--- src/rtl/shift_seq.sv ---
// shift_seq: command sequencer for an external 8-bit shift register.
// A command can parallel-load the shifter, then run it for 0..15 cycles
// in a chosen direction. It then captures the shifter contents into result
// and pulses done. Every output is a register that is written from the
// next state. Each output therefore always matches a Moore decode of the
// current state.
module shift_seq (
  input  logic       clk,
  input  logic       reset,
  input  logic       cmd_valid,
  output logic       cmd_ready,
  input  logic       cmd_load,
  input  logic [7:0] cmd_data,
  input  logic [2:0] cmd_dir,
  input  logic [3:0] cmd_count,
  input  logic       abort,
  output logic       sr_enable,
  output logic [2:0] sr_dir,
  output logic [7:0] sr_data,
  input  logic [7:0] sr_q,
  output logic [7:0] result,
  output logic       done,
  output logic       busy,
  output logic [7:0] done_count
);

  typedef enum logic [2:0] {
    IDLE   = 3'd0,
    LOAD   = 3'd1,
    SHIFT  = 3'd2,
    SETTLE = 3'd3,
    DONE   = 3'd4
  } state_t;

  localparam logic [2:0] DIR_LOAD = 3'b011;

  state_t     state_q, state_d;
  logic       load_q, load_d;
  logic [7:0] data_q, data_d;
  logic [2:0] dir_q, dir_d;
  logic [3:0] rem_q, rem_d;

  logic       ready_q, ready_d;
  logic       busy_q, busy_d;
  logic       sr_enable_q, sr_enable_d;
  logic [2:0] sr_dir_q, sr_dir_d;
  logic [7:0] sr_data_q, sr_data_d;
  logic [7:0] result_q, result_d;
  logic       done_q, done_d;
  logic [7:0] done_count_q, done_count_d;

  logic       accept_s;

  // cmd_ready is high only in IDLE, so acceptance is a plain handshake
  assign accept_s = cmd_valid & ready_q;

  // State and command-latch registers
  always_ff @(posedge clk or negedge reset) begin
    if (!reset) begin
      state_q <= IDLE;
      load_q  <= 1'b0;
      data_q  <= 8'h00;
      dir_q   <= 3'b000;
      rem_q   <= 4'h0;
    end else begin
      state_q <= state_d;
      load_q  <= load_d;
      data_q  <= data_d;
      dir_q   <= dir_d;
      rem_q   <= rem_d;
    end
  end

  // Next-state logic, command latching and remaining-shift countdown
  always_comb begin
    state_d = state_q;
    load_d  = load_q;
    data_d  = data_q;
    dir_d   = dir_q;
    rem_d   = rem_q;
    case (state_q)
      IDLE: begin
        if (accept_s) begin
          load_d = cmd_load;
          data_d = cmd_data;
          dir_d  = cmd_dir;
          rem_d  = cmd_count;
          if (cmd_load) begin
            state_d = LOAD;
          end else if (cmd_count != 4'h0) begin
            state_d = SHIFT;
          end else begin
            state_d = SETTLE;
          end
        end else begin
          state_d = IDLE;
        end
      end
      LOAD: begin
        if (abort) begin
          state_d = IDLE;
        end else if (rem_q != 4'h0) begin
          state_d = SHIFT;
        end else begin
          state_d = SETTLE;
        end
      end
      SHIFT: begin
        if (abort) begin
          state_d = IDLE;
        end else begin
          rem_d = rem_q - 4'h1;
          if (rem_q == 4'h1) begin
            state_d = SETTLE;
          end else begin
            state_d = SHIFT;
          end
        end
      end
      SETTLE: begin
        if (abort) begin
          state_d = IDLE;
        end else begin
          state_d = DONE;
        end
      end
      DONE: begin
        // abort is ignored here: the command has already finished
        state_d = IDLE;
      end
      default: begin
        state_d = IDLE;
      end
    endcase
  end

  // Output decode from the next state; sr_dir/sr_data hold while disabled
  always_comb begin
    sr_enable_d  = 1'b0;
    sr_dir_d     = sr_dir_q;
    sr_data_d    = sr_data_q;
    ready_d      = (state_d == IDLE);
    busy_d       = (state_d != IDLE);
    done_d       = (state_d == DONE);
    result_d     = result_q;
    done_count_d = done_count_q;
    case (state_d)
      LOAD: begin
        sr_enable_d = 1'b1;
        sr_dir_d    = DIR_LOAD;
        sr_data_d   = data_d;
      end
      SHIFT: begin
        sr_enable_d = 1'b1;
        sr_dir_d    = dir_d;
        sr_data_d   = data_d;
      end
      default: begin
        sr_enable_d = 1'b0;
      end
    endcase
    // Capture only on a completed SETTLE; an aborted one leaves result alone
    if ((state_q == SETTLE) && (state_d == DONE)) begin
      result_d = sr_q;
    end else begin
      result_d = result_q;
    end
    // Count the completion as DONE is left; wraps naturally at 8 bits
    if (state_q == DONE) begin
      done_count_d = done_count_q + 8'h01;
    end else begin
      done_count_d = done_count_q;
    end
  end

  // Output registers
  always_ff @(posedge clk or negedge reset) begin
    if (!reset) begin
      ready_q      <= 1'b1;
      busy_q       <= 1'b0;
      sr_enable_q  <= 1'b0;
      sr_dir_q     <= 3'b000;
      sr_data_q    <= 8'h00;
      result_q     <= 8'h00;
      done_q       <= 1'b0;
      done_count_q <= 8'h00;
    end else begin
      ready_q      <= ready_d;
      busy_q       <= busy_d;
      sr_enable_q  <= sr_enable_d;
      sr_dir_q     <= sr_dir_d;
      sr_data_q    <= sr_data_d;
      result_q     <= result_d;
      done_q       <= done_d;
      done_count_q <= done_count_d;
    end
  end

  assign cmd_ready  = ready_q;
  assign busy       = busy_q;
  assign sr_enable  = sr_enable_q;
  assign sr_dir     = sr_dir_q;
  assign sr_data    = sr_data_q;
  assign result     = result_q;
  assign done       = done_q;
  assign done_count = done_count_q;

endmodule
--- config.mk ---
export PLATFORM = sky130hd
export DESIGN_NAME = shift_seq
export DESIGN_NICKNAME = d
export VERILOG_FILES = /design/src/rtl/shift_seq.sv
export SDC_FILE = /design/constraint.sdc
export NUM_CORES = 1
export LEC_CHECK = 0
export ABC_AREA = 1
export BUFFER_PORTS_ARGS = -buffer_cell sky130_fd_sc_hd__buf_4
export CORE_MARGIN = 2
export CORE_UTILIZATION = 28
export DETAILED_ROUTE_END_ITERATION = 8
export PLACE_DENSITY = 0.48
export SLEW_MARGIN = 0
export SYNTH_ARGS = -nofsm -noshare
export SYNTH_HDL_FRONTEND = slang
export SYNTH_SLANG_ARGS = --single-unit
--- constraint.sdc ---
create_clock -name clk -period 1.8 [get_ports clk]
set_clock_uncertainty 0.2 [all_clocks]
set_input_delay 0.09 -clock clk [delete_from_list [all_inputs] [get_ports clk]]
set_output_delay 0.09 -clock clk [all_outputs]
set_load 0.1 [all_outputs]
# Yosys cells after proc, flatten, opt, wreduce, memory -nomap -nowiden
# Cells that the tools add are included.
[totals]
ff_bits = 49
latchBits = 0
ramBits = 0
mem_bits_ro = 0
input_bits = 28
out_inout_bits = 31
elab_cells = 53
n_memories = 0
[op_classes]
n_addsub = 2
multipliers = 0
div_mod_pow = 0
n_lt_le_gt_ge = 0
n_eq_ne = 10
shifts = 0
mux = 18
bitwise = 1
n_reduce_logical = 10
[ops]
columns = ["op", "n"]
rows = [
  ["8-bit 2-to-1 mux", 2],
  ["3-bit 2-to-1 mux", 4],
  ["3-bit case mux with 4 select lines", 1],
  ["3-bit by 2-bit equality test with 1-bit output (second input constant)", 3],
  ["8-bit by 1-bit adder with 8-bit output (second input constant)", 1],
  ["4-bit 2-to-1 mux", 2],
  ["4-bit case mux with 2 select lines", 1],
  ["4-bit nonzero test", 2],
  ["3-bit by 1-bit equality test with 1-bit output (second input constant)", 2],
  ["3-bit equality test (second input constant)", 2],
  ["3-bit zero test", 2],
  ["2-bit 2-to-1 mux", 3],
  ["3-bit case mux with 2 select lines", 1],
  ["4-bit by 1-bit equality test with 1-bit output (second input constant)", 1],
  ["1-bit 2-to-1 mux", 4],
  ["2-bit inequality test (second input constant)", 2],
  ["2-bit nonzero test", 2],
  ["4-bit by 1-bit subtractor with 4-bit output (second input constant)", 1],
  ["3-bit AND reduction", 1],
  ["3-bit nonzero test", 1],
  ["2-bit OR reduction", 1],
  ["1-bit AND", 1],
  ["1-bit logical AND", 1],
]

# Logic depth before layout (Yosys ltp)
# Gate-level depths: netlist of run 1.
[depth]
ltp_word = 8
mapped_depth = 11
ltp_nobuf = 10

# Worst setup path before layout of run 1
# No wires, ideal clock.
[synth_path]
path_type = "register -> register"
from = "register done_count_q[0] (netlist: done_count[0])"
to = "register done_count_q[6] (netlist: done_count[6])"
setup_time_ns = 0.158
t_arrival_ns = 1.762
t_required_ns = 1.442
setup_slack_ns = -0.320
path_stages_with_launch = 6
n_path_buf = 0
synth_period_minus_slack_ns = 2.120
cell_sequence = "dfrtp_1 -> ha_1 -> nand4_1 -> nor2_1 -> nand3_1 -> xnor2_1"
[synth_via]
elab_chain_len = 1
[synth_rtl]
columns = ["item", "line_no", "rtl"]
rows = [
  ["start: declaration", "50", "logic [7:0] done_count_q, done_count_d;"],
  ["start signal: assignment", "195", "done_count_q <= done_count_d;"],
  ["8-bit by 1-bit adder with 8-bit output", "170", "done_count_d = done_count_q + 8'h01;"],
]
# Every way passes these cells.
# A chain may end at the register's enable or synchronous reset.

# Worst setup path in the final report of run 1
[layout_path]
from = "register ready_q (netlist: cmd_ready)"
to = "register sr_data_q[1] (netlist: sr_data[1])"
[layout_via]
elab_chain_len = 5
word_cells_on_any_way = 8
cone_classes = "eq/ne (2); mux (4); bitwise (1); reduce/logical (1)"
[layout_rtl]
columns = ["item", "line_no", "rtl"]
rows = [
  ["start: declaration", "43", "logic ready_q, ready_d;"],
  ["start signal: assignment", "188", "ready_q <= ready_d;"],
  ["1-bit AND (*)", "55", "assign accept_s = cmd_valid & ready_q;"],
  ["3-bit 2-to-1 mux (*)", "83", "if (accept_s) begin"],
  ["3-bit case mux with 4 select lines (*)", "81", "case (state_q)"],
  ["net state_d[0]", "37", "state_t state_q, state_d;"],
  ["3-bit by 2-bit equality test with 1-bit output or 3-bit by 1-bit equality test with 1-bit output (tied branches)", "147", "case (state_d)"],
  ["2-bit OR reduction (no line) (*)", "-", ""],
  ["end signal: assignment", "192", "sr_data_q <= sr_data_d;"],
  ["end: declaration", "47", "logic [7:0] sr_data_q, sr_data_d;"],
]
# Mark *: on every way through the listed nets, which the timed path passes. The rest lies on a longest branch.

==> summary.md, run 1 <==
| Metric | Value |
|---|---|
| 1st-pass router iterations | `4` |
| Int Pwr | `2970 uW` |
| Wire per inst | `12.3 um` |
| Initial DRC Count | `80` |
| Top Ports | `59` |
| Req. time, crit path | `1810 ps` |
| Area Growth Syn to Fin | `53.3%` |
| Synth Instances | `243` |
| Post-synthesis sequential area ratio | `55.5%` |
| Count leader, synth | `nand2_1` |
| Worst Max-Slew Pin Slew | `about 640 ps` |
| Met1 global-route usage | `a little under a fifth` |
| Initial Util | `28.8%` |
| Fillers | `776` |
| PortBufs | `a little under 60` |
| Relative slew slack | `between 50% and 60%` |
| DRC Markers | `0` |
| Switching pwr | `3340 uW` |
| Post-route setup slack | `about 17 ps` |
| Sequential share of power | `28.1%` |
| Depth of the worst register-to-register path | `8` |
| Setup_tns | `0 ps` |
| Combinational Power Share | `58.8%` |
| Core box area | `slightly below 0.008 mm2` |
| CTS Sinks | `just under 50` |
| Top FF cell, synth | `dfrtp_1` |
| Synth warn | `0` |
| Clk buf depth | `2` |
| Final #Nets | `378` |
| GR Util All Layers | `13.2%` |
| Initial antenna violation count | `0` |
| Hold endpoint | `state_q[1]` |
| Clock Latency Late Sink | `slightly above 300 ps` |
| Period Utilization, post-route | `99.0%` |
| Final WL | `5.52 mm` |
| RSZ-0062 raised after global routing | `yes` |
| Flop2flop setup slack | `20 ps` |
| Clock buffer count from CTS | `5` |
| Clock Power Share | `13.1%` |
| Met2 Use GR | `19.7%` |
| Root Buffer | `clkbuf_8` |
| Syn Std Cell Area | `around 0.0022 mm2` |
| Final number of hold-violating endpoints | `0` |
| M3 GR Usage | `3.17%` |
| Avg Vias per Cell | `4.30` |
| Synth Net Count | `275` |
| Antenna Nets Post-Route | `0` |
| Final hold slack | `104 ps` |
| Die extent in y | `92.9 um` |
| Post-synthesis area per instance | `9.10 um2` |
| Vias in the first global route | `1867` |
| H-tree depth | `2` |
| Run status | `finished clean` |
| Top post-synthesis cells by count | `89 x nand2_1, 48 x dfrtp_1, 24 x nand3_1, 18 x inv_1, 10 x nor2_1` |
| Max_cap viols | `0` |
| Yosys cell types | `28` |
| Min-Delay Path Class | `input pin to flip-flop` |
| Static Leak | `around 0.0018 uW` |
| Global-route wire length before repair | `8.96 mm` |
| Largest net degree at the start of global routing | `50` |
| Layout cells sized above 1 | `37.8%` |
| Pre-CTS WS | `between 5 and 6 ps` |
| Fin crit period | `1780 ps` |
| CP Class | `flip-flop to flip-flop` |
| Post-synth ARST share | `100%` |
| Max-slew violation count | `0` |
| GPL Wtd Cong | `approximately 0.81` |
| Die area | `0.00862 mm2` |
| Switching share of power | `52.9%` |
| Post-synth EDFFs | `0` |
| Antenna diode count | `0` |
| Fmax | `about 0.56 GHz` |
| Min-delay src | `cmd_load` |
| Synth area leader | `dfrtp_1` |
| Hold path depth | `5` |
| CTS tree | `built` |
| Clock slew at reported path FFs | `100 ps` |
| CP arrival | `1790 ps` |
| RR Startpoint | `cmd_ready` |
| Final setup viols | `0` |
| IR drop worst, VDD | `1.33 mV` |
| Grt ovf | `0` |
| Die Wd | `92.9 um` |
| Flops & latches, synth | `around 50` |
| Vias post-DR | `approximately 1.9k` |
| Area contributors post-synth | `dfrtp_1 54%, nand2_1 15%, nand3_1 5.4%` |
| Row count | `32` |
| Detail Placement HPWL | `3.62 mm` |
| PD cells | `1860 mW/mm2` |
| Critical Path End Type | `flip-flop` |
| CP Launch Type | `flip-flop` |
| GR peak layer | `met2` |
| RR Endpoint | `sr_data[1]` |
| Top-area cell type share of the netlist area | `between 50% and 60%` |
| Final core occ | `44.1%` |
| CP Max Fanout | `7` |
## cell type report
type / count / area (um2) / area share, %
sequential: 49 / 1240 / 36.5
tap: 102 / 128 / 3.77
clock inverter: 3 / 43.8 / 1.29
inverter: 24 / 95.1 / 2.81
multi-input combinational: 166 / 976 / 28.8
timing repair buffer: 100 / 842 / 24.8
clock buffer: 5 / 68.8 / 2.03
## per-stage QoR
step | area [um2] | power [uW] | cells
final | 3390 | 6310 | 449
after global routing | 3390 | 6700 | 449
after CTS | 3260 | 6150 | 446
after detailed placement | 2890 | 5260 | 413
after global placement | 2890 | 5250 | 413
after floorplan | 2240 | 4410 | 243
## power groups by stage
stage | combinational [uW] | sequential (uW) | clock [uW]
6_report | 3710 | 1770 | 826
5_1_grt | 3970 | 1830 | 901
4_1_cts | 3550 | 1750 | 844
3_5_place_dp | 3500 | 1760 | 0
3_3_place_gp | 3470 | 1770 | 0
2_1_floorplan | 1110 | 3300 | 0
## critical path: stages (launching register included)
cell and delay (ps):
dfstp_4 650, nand3_4 80, nor2_4 190, nand2_4 100, nand3_4 100, nand2_4 90
buf_12 150, nand3_1 70, nand2_1 50
## cells by family after synthesis
group	count (synthesis)	synth area share (%)
AO/OA/AOI/OAI	11	3.23
multiplexers	1	0.509
XOR/XNOR	8	3.17
adder cells (fa/ha/maj)	4	2.26
AND/OR/NAND/NOR	141	29.1
buffers and inverters	29	6.17
flip-flops	49	55.5
## what timing repair did
item / 4_1_cts / 5_1_grt
gates resized for setup: 1 / 25
cloned: 0 / 1
buffers inserted: 0 / 2
hold endpoints to repair: 83 / 0
hold buffers: 25 / 0
endpoints found under the setup margin: 2 / 12
pin swaps: 0 / 20
## state kept, by name (all words and copies together) (netlist names), 3 cells and up
signal	count
data_q	8
done_count	8
result	8
sr_data	8
rem_q	4
dir_q	3
sr_dir	3
state_q	3
## per-layer routing
layer / share of wire (%) / vias up
met4: 1.3 / 0
met2: 48 / 37
met5: 0 / -
met3: 3.7 / 5
met1: 47 / 923
li1: - / 964
## placed cells by master, fill, tap and decap left out, types with 5 or more instances in the layout
master         netlist  final
buf_4                1     72
nand3_2              3     13
inv_1               18     17
nand3_1             24     11
dfrtp_1             48     44
clkbuf_8             0      5
dlygate4sd3_1        0     25
nand2_1             89     88
xor2_1               5      5
inv_2                6      5
nor2_1              10      8
## worst max-delay path by stage
stage | depth (start not counted) | end | from | slack [ps]
3_5_place_dp | 9 | sr_dir[1] | state_q[2] | 5
4_1_cts | 9 | sr_dir[2] | state_q[2] | 6
6_report | 8 | sr_data[1] | cmd_ready | 20
2_1_floorplan | 10 | sr_dir[0] | cmd_ready | -70
3_3_place_gp | 9 | sr_dir[1] | cmd_ready | -1
5_1_grt | 8 | sr_data[3] | state_q[1] | -70
(Power assumes the default switching activity.)
==> inputs of run 2 (changes only) <==
--- a/config.mk
+++ b/config.mk
@@ -5,7 +5,7 @@
 export SDC_FILE = /design/constraint.sdc
 export NUM_CORES = 1
 export LEC_CHECK = 0
-export ABC_AREA = 1
+export ABC_AREA = 0
 export BUFFER_PORTS_ARGS = -buffer_cell sky130_fd_sc_hd__buf_4
 export CORE_MARGIN = 2
 export CORE_UTILIZATION = 28
@@ -15,3 +15,4 @@
 export SYNTH_ARGS = -nofsm -noshare
 export SYNTH_HDL_FRONTEND = slang
 export SYNTH_SLANG_ARGS = --single-unit
+export TNS_END_PERCENT = 100
==> run 2 against run 1 <==
  * Via count decreased by 17%
  * The flow now finishes with violations (setup timing)
  * Hold slack got worse by 79 ps
  * Synthesized cell count fell by 36%
  * Highest routed layer unchanged
  * Synthesized area fell by 3.8%
  * Register-to-register slack got worse by 270 ps
  * Fmax down 13%
  * Non-clock buffer count rose by 8
  * Largest cell class unchanged
  * First-iteration DRC count is 43% lower
  * Global-route usage down 0.99 points
  * Utilization grew 2.2 points
==> summary.md, run 2 <==
| Metric | Value |
|---|---|
| Global-route wire length before repair | `8.00 mm (-11%)` |
| Final Instance Area | `0.00337 mm2 (-0.52%)` |
| Avg Vias per Cell | `4.34 (+0.97%)` |
| Fmax | `0.488 GHz (-13%)` |
| Clk buf depth | `2 (unchanged)` |
| Top FF cell, synth | `dfrtp_1` |
| Syn Std Cell Area | `0.00213 mm2 (-3.8%)` |
| Synth Instances | `156 (-36%)` |
| Fin crit period | `2050 ps (+265 ps)` |
| Row count | `31 (-3.1%)` |
| Period Utilization, post-route | `114% (+15 points)` |
| Min-Delay Path Class | `input pin to flip-flop` |
| CP arrival | `2030 ps (+240 ps)` |
| Die extent in y | `91.1 um (-1.9%)` |
| Req. time, crit path | `1790 ps (-20 ps)` |
| Largest net degree at the start of global routing | `50 (unchanged)` |
| Clock slew at reported path FFs | `90 ps (about the same)` |
| Area Growth Syn to Fin | `58.6%` |
| Die Wd | `91.1 um (-1.9%)` |
| Max-slew violation count | `0 (unchanged)` |
| Post-synthesis area per instance | `13.6 um2 (+50%)` |
| RR Endpoint | `sr_dir[0]` |
| Clock Latency Late Sink | `300 ps (about the same)` |
| CP Class | `flip-flop to flip-flop` |
| Final number of hold-violating endpoints | `0 (unchanged)` |
| Hold path depth | `4 (-1)` |
| Post-route setup slack | `-248 ps (-265 ps)` |
| Final #Nets | `299 (-21%)` |
| GR Util All Layers | `12.2% (-0.99 points)` |
| GPL Wtd Cong | `0.750 (-7.1%)` |
| Area contributors post-synth | `dfrtp_1 57%, mux2_2 12%, mux2_4 5.7%` |
| Grt ovf | `0 (unchanged)` |
| Post-synth EDFFs | `0 (unchanged)` |
| Run status | `complete, but fails checks` |
| Layout cells sized above 1 | `55.2% (+17 points)` |
| Initial DRC Count | `46 (-43%)` |
| CP Max Fanout | `3 (-4)` |
| Depth of the worst register-to-register path | `6 (-2)` |
| Initial Util | `29.2% (+0.39 points)` |
| RSZ-0062 raised after global routing | `yes` |
| Worst Max-Slew Pin Slew | `618 ps (-20.0 ps)` |
| Initial antenna violation count | `0 (unchanged)` |
| Final WL | `4.80 mm (-13%)` |
| CTS Sinks | `49 (unchanged)` |
| Yosys cell types | `40 (+43%)` |
| Top-area cell type share of the netlist area | `56.5% (+2.2 points)` |
| Antenna diode count | `0 (unchanged)` |
| Detail Placement HPWL | `3.13 mm (-13%)` |
| Vias in the first global route | `1637 (-12%)` |
| Vias post-DR | `1592 (-17%)` |
| Wire per inst | `13.1 um (+6.3%)` |
| End point of the critical path | `sr_dir[0]` |
| Synth warn | `0 (unchanged)` |
| Failing checks | `setup timing` |
| Die area | `0.00830 mm2 (-3.7%)` |
| DRC Markers | `0 (unchanged)` |
| Crit path from | `rem_q[1]` |
| Crit-path slowest cell | `a2111o_1` |
| Flops & latches, synth | `49 (unchanged)` |
| Placed Area | `0.00283 mm2 (-1.9%)` |
| Synth Net Count | `188 (-32%)` |
| RR Startpoint | `rem_q[1]` |
| Max_cap viols | `0 (unchanged)` |
| Final setup viols | `12 (+12)` |
| Antenna Nets Post-Route | `0 (unchanged)` |
| Post-synth ARST share | `100% (unchanged)` |
| PortBufs | `58 (unchanged)` |
| Top Ports | `59 (unchanged)` |
| Core box area | `0.00729 mm2 (-5.1%)` |
| CP Launch Type | `flip-flop` |
| Most frequent cells in the layout | `75 x buf_4, 41 x dfrtp_1, 25 x dlygate4sd3_1, 21 x mux2_2, 10 x mux2_4` |
| Commonest non-fill, non-tap cell in the layout | `buf_4` |
| Synth area leader | `dfrtp_1` |
| Largest stage delay, worst path | `450 ps (-200 ps)` |
| Critical Path, Cell by Cell | `inv_2, ha_1, nand3b_1, a2111o_1, o21ai_1, mux2_2` |
| Flop2flop setup slack | `-250 ps (-270 ps)` |
| Pre-CTS WS | `-273 ps (-278 ps)` |
| Critical Path End Type | `flip-flop` |
| H-tree depth | `2 (unchanged)` |
| CTS tree | `built` |
| Final core occ | `46.2% (+2.2 points)` |
| Relative slew slack | `58.8% (+1.3 points)` |
| Root Buffer | `clkbuf_8` |
| Count leader, synth | `dfrtp_1` |
| Clock buffer count from CTS | `5 (unchanged)` |
| Top post-synthesis cells by count | `48 x dfrtp_1, 22 x mux2_2, 8 x mux2_4, 7 x o21ai_0, 6 x xnor2_1` |
| Post-synthesis sequential area ratio | `57.7% (+2.2 points)` |
| 1st-pass router iterations | `3 (-1)` |
## run 2: cell type report
class / count / area, um2
Fill cell: 703 / 3920
Sequential cell: 49 / 1240
Multi-Input combinational cell: 98 / 953
Timing Repair Buffer: 108 / 925
Tap cell: 99 / 124
Clock buffer: 6 / 72.6
Clock inverter: 2 / 38.8
Inverter: 5 / 18.8
## run 2: cells by family (layout without fill, tap and decap cells)
kind of cell	count (synthesis)	after routing	share of synthesized area, %
flops	49	49	57.7
simple gates	35	36	10.5
mux	31	31	17.8
compound gates	19	19	5.59
buf+inv	10	121	2.65
xor+xnor	8	8	3.30
fa+ha+maj	4	4	2.35
## run 2: worst min path at each step
stage / slack, ps / end / startpoint
floorplan: -410 / busy / reset
global placement: -30 / rem_q[2] / reset
detailed placement: -40 / rem_q[3] / reset
CTS: 6 / done / abort
global route: 40 / rem_q[1] / abort
finish: 30 / done / abort
## run 2: metal layers
layer	up-vias	global-route usage, %	wire, um
met5	-	0	0
met4	0	3.79	59
met3	7	2.74	152
met2	30	19.4	2280
met1	778	16.6	2300
li1	777	-	-
## run 2: worst max-delay path, delay by kind of cell, from the launching register on
kind / cells / cell delay, ps
AO/OA/AOI/OAI: 2 / 670
buffers and inverters: 1 / 70
adder cells (fa/ha/maj): 1 / 150
flip-flops: 1 / 400
multiplexers: 1 / 380
AND/OR/NAND/NOR: 1 / 80
## run 2: timing repair
item                                    4_1_cts  5_1_grt
resized for setup                            15       14
pin swaps                                     6        5
hold endpoints to repair                     84        0
setup buffers                                 4        3
cloned                                        1        0
hold buffers                                 25        0
endpoints found under the setup margin       15       29
## run 2: per-stage QoR
stage | cells | setup TNS, ps | hold slack (ps)
2_1_floorplan | 156 | -3790 | -406
3_3_place_gp | 326 | -2770 | -34.7
3_5_place_dp | 326 | -2960 | -39.3
4_1_cts | 364 | -2710 | 5.99
5_1_grt | 367 | -4180 | 39.9
6_report | 367 | -2650 | 25.6
Power of run 2 is left out: the tool's default activity adds up to more than one toggle a clock period on the data nets, which glitch-free logic cannot reach.
==> inputs of run 3 (changes only) <==
--- a/config.mk
+++ b/config.mk
@@ -6,11 +6,11 @@
 export NUM_CORES = 1
 export LEC_CHECK = 0
 export ABC_AREA = 0
-export BUFFER_PORTS_ARGS = -buffer_cell sky130_fd_sc_hd__buf_4
 export CORE_MARGIN = 2
 export CORE_UTILIZATION = 28
 export DETAILED_ROUTE_END_ITERATION = 8
-export PLACE_DENSITY = 0.48
+export DONT_BUFFER_PORTS = 1
+export PLACE_DENSITY = 0.41
 export SLEW_MARGIN = 0
 export SYNTH_ARGS = -nofsm -noshare
 export SYNTH_HDL_FRONTEND = slang
==> run 3 against run 2 <==
  * The run still ends with setup timing left
  * Sequential share of layout area rose by 1.8 points
  * Count of clock-buffer cells in the layout rose by 1
  * Die area did not move
  * Critical path depth did not move
  * Worst setup slack got worse by 24 ps
  * Non-clock buffer count fell by 21
  * Wire length rose by 8.3%
  * Register-to-register slack got worse by 20 ps
  * Critical endpoint is now sr_data[1]
  * Highest routed layer unchanged
==> summary.md, run 3 (synthesis results as in run 2) <==
| Metric | Value |
|---|---|
| Commonest non-fill, non-tap cell in the layout | `buf_4` |
| Area Growth Syn to Fin | `51.3%` |
| Initial Util | `29.2% (unchanged)` |
| Crit path from | `state_q[0]` |
| Die Wd | `91.1 um (unchanged)` |
| CP delay by family, top | `compound AO/OA/AOI/OAI gates` |
| Die area | `0.00830 mm2 (unchanged)` |
| Hold path depth | `3 (-1)` |
| Worst Max-Slew Pin Slew | `455 ps (-162 ps)` |
| GPL Wtd Cong | `0.819 (+9.2%)` |
| Post-route setup slack | `-272 ps (-24.1 ps)` |
| Most frequent cells in the layout | `54 x buf_4, 41 x dfrtp_1, 27 x dlygate4sd3_1, 19 x mux2_2, 12 x mux2_4` |
| Core box area | `0.00729 mm2 (unchanged)` |
| Max_cap viols | `0 (unchanged)` |
| Depth of the worst register-to-register path | `6 (unchanged)` |
| CP arrival | `2060 ps (+30 ps)` |
| Antenna Nets Post-Route | `0 (unchanged)` |
| Fillers | `713 (+1.4%)` |
| Detail Placement HPWL | `3.44 mm (+9.7%)` |
| CP Max Fanout | `9 (+6)` |
| Final number of hold-violating endpoints | `0 (unchanged)` |
| Relative slew slack | `69.6% (+11 points)` |
| Max-slew violation count | `0 (unchanged)` |
| CP Buf/Inv Count | `2 (+1)` |
| RR Endpoint | `sr_data[1]` |
| Hold endpoint | `rem_q[2]` |
| Req. time, crit path | `1790 ps (about the same)` |
| Flop2flop setup slack | `-270 ps (-20 ps)` |
| Final WL | `5.19 mm (+8.3%)` |
| Clock slew at reported path FFs | `90 ps (about the same)` |
| Fin crit period | `2070 ps (+24.1 ps)` |
| Clock Latency Late Sink | `300 ps (about the same)` |
| Initial DRC Count | `58 (+26%)` |
| CP Launch Type | `flip-flop` |
| DRC Markers | `0 (unchanged)` |
| PortBufs | `0 (-100%)` |
| Root Buffer | `clkbuf_8` |
| GR Util All Layers | `13.2% (+0.97 points)` |
| Top Ports | `59 (unchanged)` |
| Min-delay src | `cmd_count[2]` |
| Fmax | `0.483 GHz (-1.2%)` |
| Critical Path End Type | `flip-flop` |
| Levels on crit path | `6 (unchanged)` |
| Final #Nets | `278 (-7.0%)` |
| Clk buf depth | `2 (unchanged)` |
| Final setup viols | `15 (+3)` |
| FF/Latch Area | `0.00124 mm2 (unchanged)` |
| Period Utilization, post-route | `115% (+1.3 points)` |
| Min-Delay Path Class | `input pin to flip-flop` |
| RR Startpoint | `state_q[0]` |
| Failing checks | `setup timing` |
| 1st-pass router iterations | `4 (+1)` |
| Row count | `31 (unchanged)` |
| Largest stage delay, worst path | `460 ps (about the same)` |
| Final core occ | `44.1% (-2.1 points)` |
| Global-route wire length before repair | `8.63 mm (+7.8%)` |
| Layout cells sized above 1 | `50.6% (-4.6 points)` |
| RSZ-0062 raised after global routing | `yes` |
| H-tree depth | `2 (unchanged)` |
| CTS Sinks | `49 (unchanged)` |
| Run status | `complete, but fails checks` |
| Grt ovf | `0 (unchanged)` |
| Final hold slack | `55.3 ps (+29.7 ps)` |
| Die extent in y | `91.1 um (unchanged)` |
| Vias in the first global route | `1709 (+4.4%)` |
| Critical Path, Cell by Cell | `buf_6, nand3b_1, a2111o_1, o31a_2, buf_12, mux2_4` |
| Area of the multi-input gates | `953 um2 (unchanged)` |
| Largest net degree at the start of global routing | `50 (unchanged)` |
| Antenna diode count | `0 (unchanged)` |
| Clock buffer count from CTS | `5 (unchanged)` |
| CP Class | `flip-flop to flip-flop` |
| Setup_tns | `-3230 ps (-580 ps)` |
| Initial antenna violation count | `0 (unchanged)` |
| Crit-path slowest cell | `a2111o_1` |
| Wire per inst | `15.0 um (+15%)` |
| CTS tree | `built` |
| Avg Vias per Cell | `4.46 (+2.8%)` |
| Vias post-DR | `1543 (-3.1%)` |
run 3: through the flow:
step	setup WS [ps]	area [um2]	std cells
6_report	-272	3220	346
5_1_grt	-325	3220	346
4_1_cts	-265	3160	344
3_5_place_dp	-510	2640	302
3_3_place_gp	-419	2640	302
2_1_floorplan	-378	2160	156
run 3: worst max-delay path by stage:
| stage | endpoint | slack (ps) |
|---|---|---|
| 6_report | sr_data[1] | -270 |
| 5_1_grt | sr_data[3] | -330 |
| 4_1_cts | sr_data[0] | -270 |
| 3_5_place_dp | sr_data[0] | -510 |
| 3_3_place_gp | sr_data[1] | -420 |
| 2_1_floorplan | sr_dir[0] | -380 |
run 3: what timing repair did:
action / CTS / global route
setup endpoints to repair: 24 / 25
endpoints found under the hold margin: 86 / 0
pin swaps: 4 / 2
setup buffers: 4 / 2
hold buffers: 29 / 0
gates resized for setup: 17 / 10
gates cloned: 1 / 0
run 3: worst min-delay path, stage by stage:
cell and delay [ps]:
dlymetal6s4s_1 220, o22ai_2 100, a21oi_1 110
run 3: final cells by class:
| class | instances | share of cell area, % |
|---|---|---|
| repair buffers | 87 | 24.2 |
| clock buffers | 7 | 3.00 |
| flip-flops and latches | 49 | 38.6 |
| multi-input cells | 98 | 29.6 |
| well taps | 99 | 3.85 |
| inverters | 5 | 0.584 |
| clock inverters | 1 | 0.156 |
run 3: routing by layer:
| metal | routed length, um | part of all wire [%] | up-vias | global-route usage, % |
|---|---|---|---|---|
| li1 | - | - | 729 | - |
| met1 | 2220 | 43 | 772 | 16.7 |
| met3 | 230 | 4.4 | 4 | 2.90 |
| met5 | 0 | 0 | - | 0 |
| met4 | 48 | 0.92 | 0 | 3.79 |
| met2 | 2690 | 52 | 38 | 22.6 |
Power of run 3 is left out for the same reason.
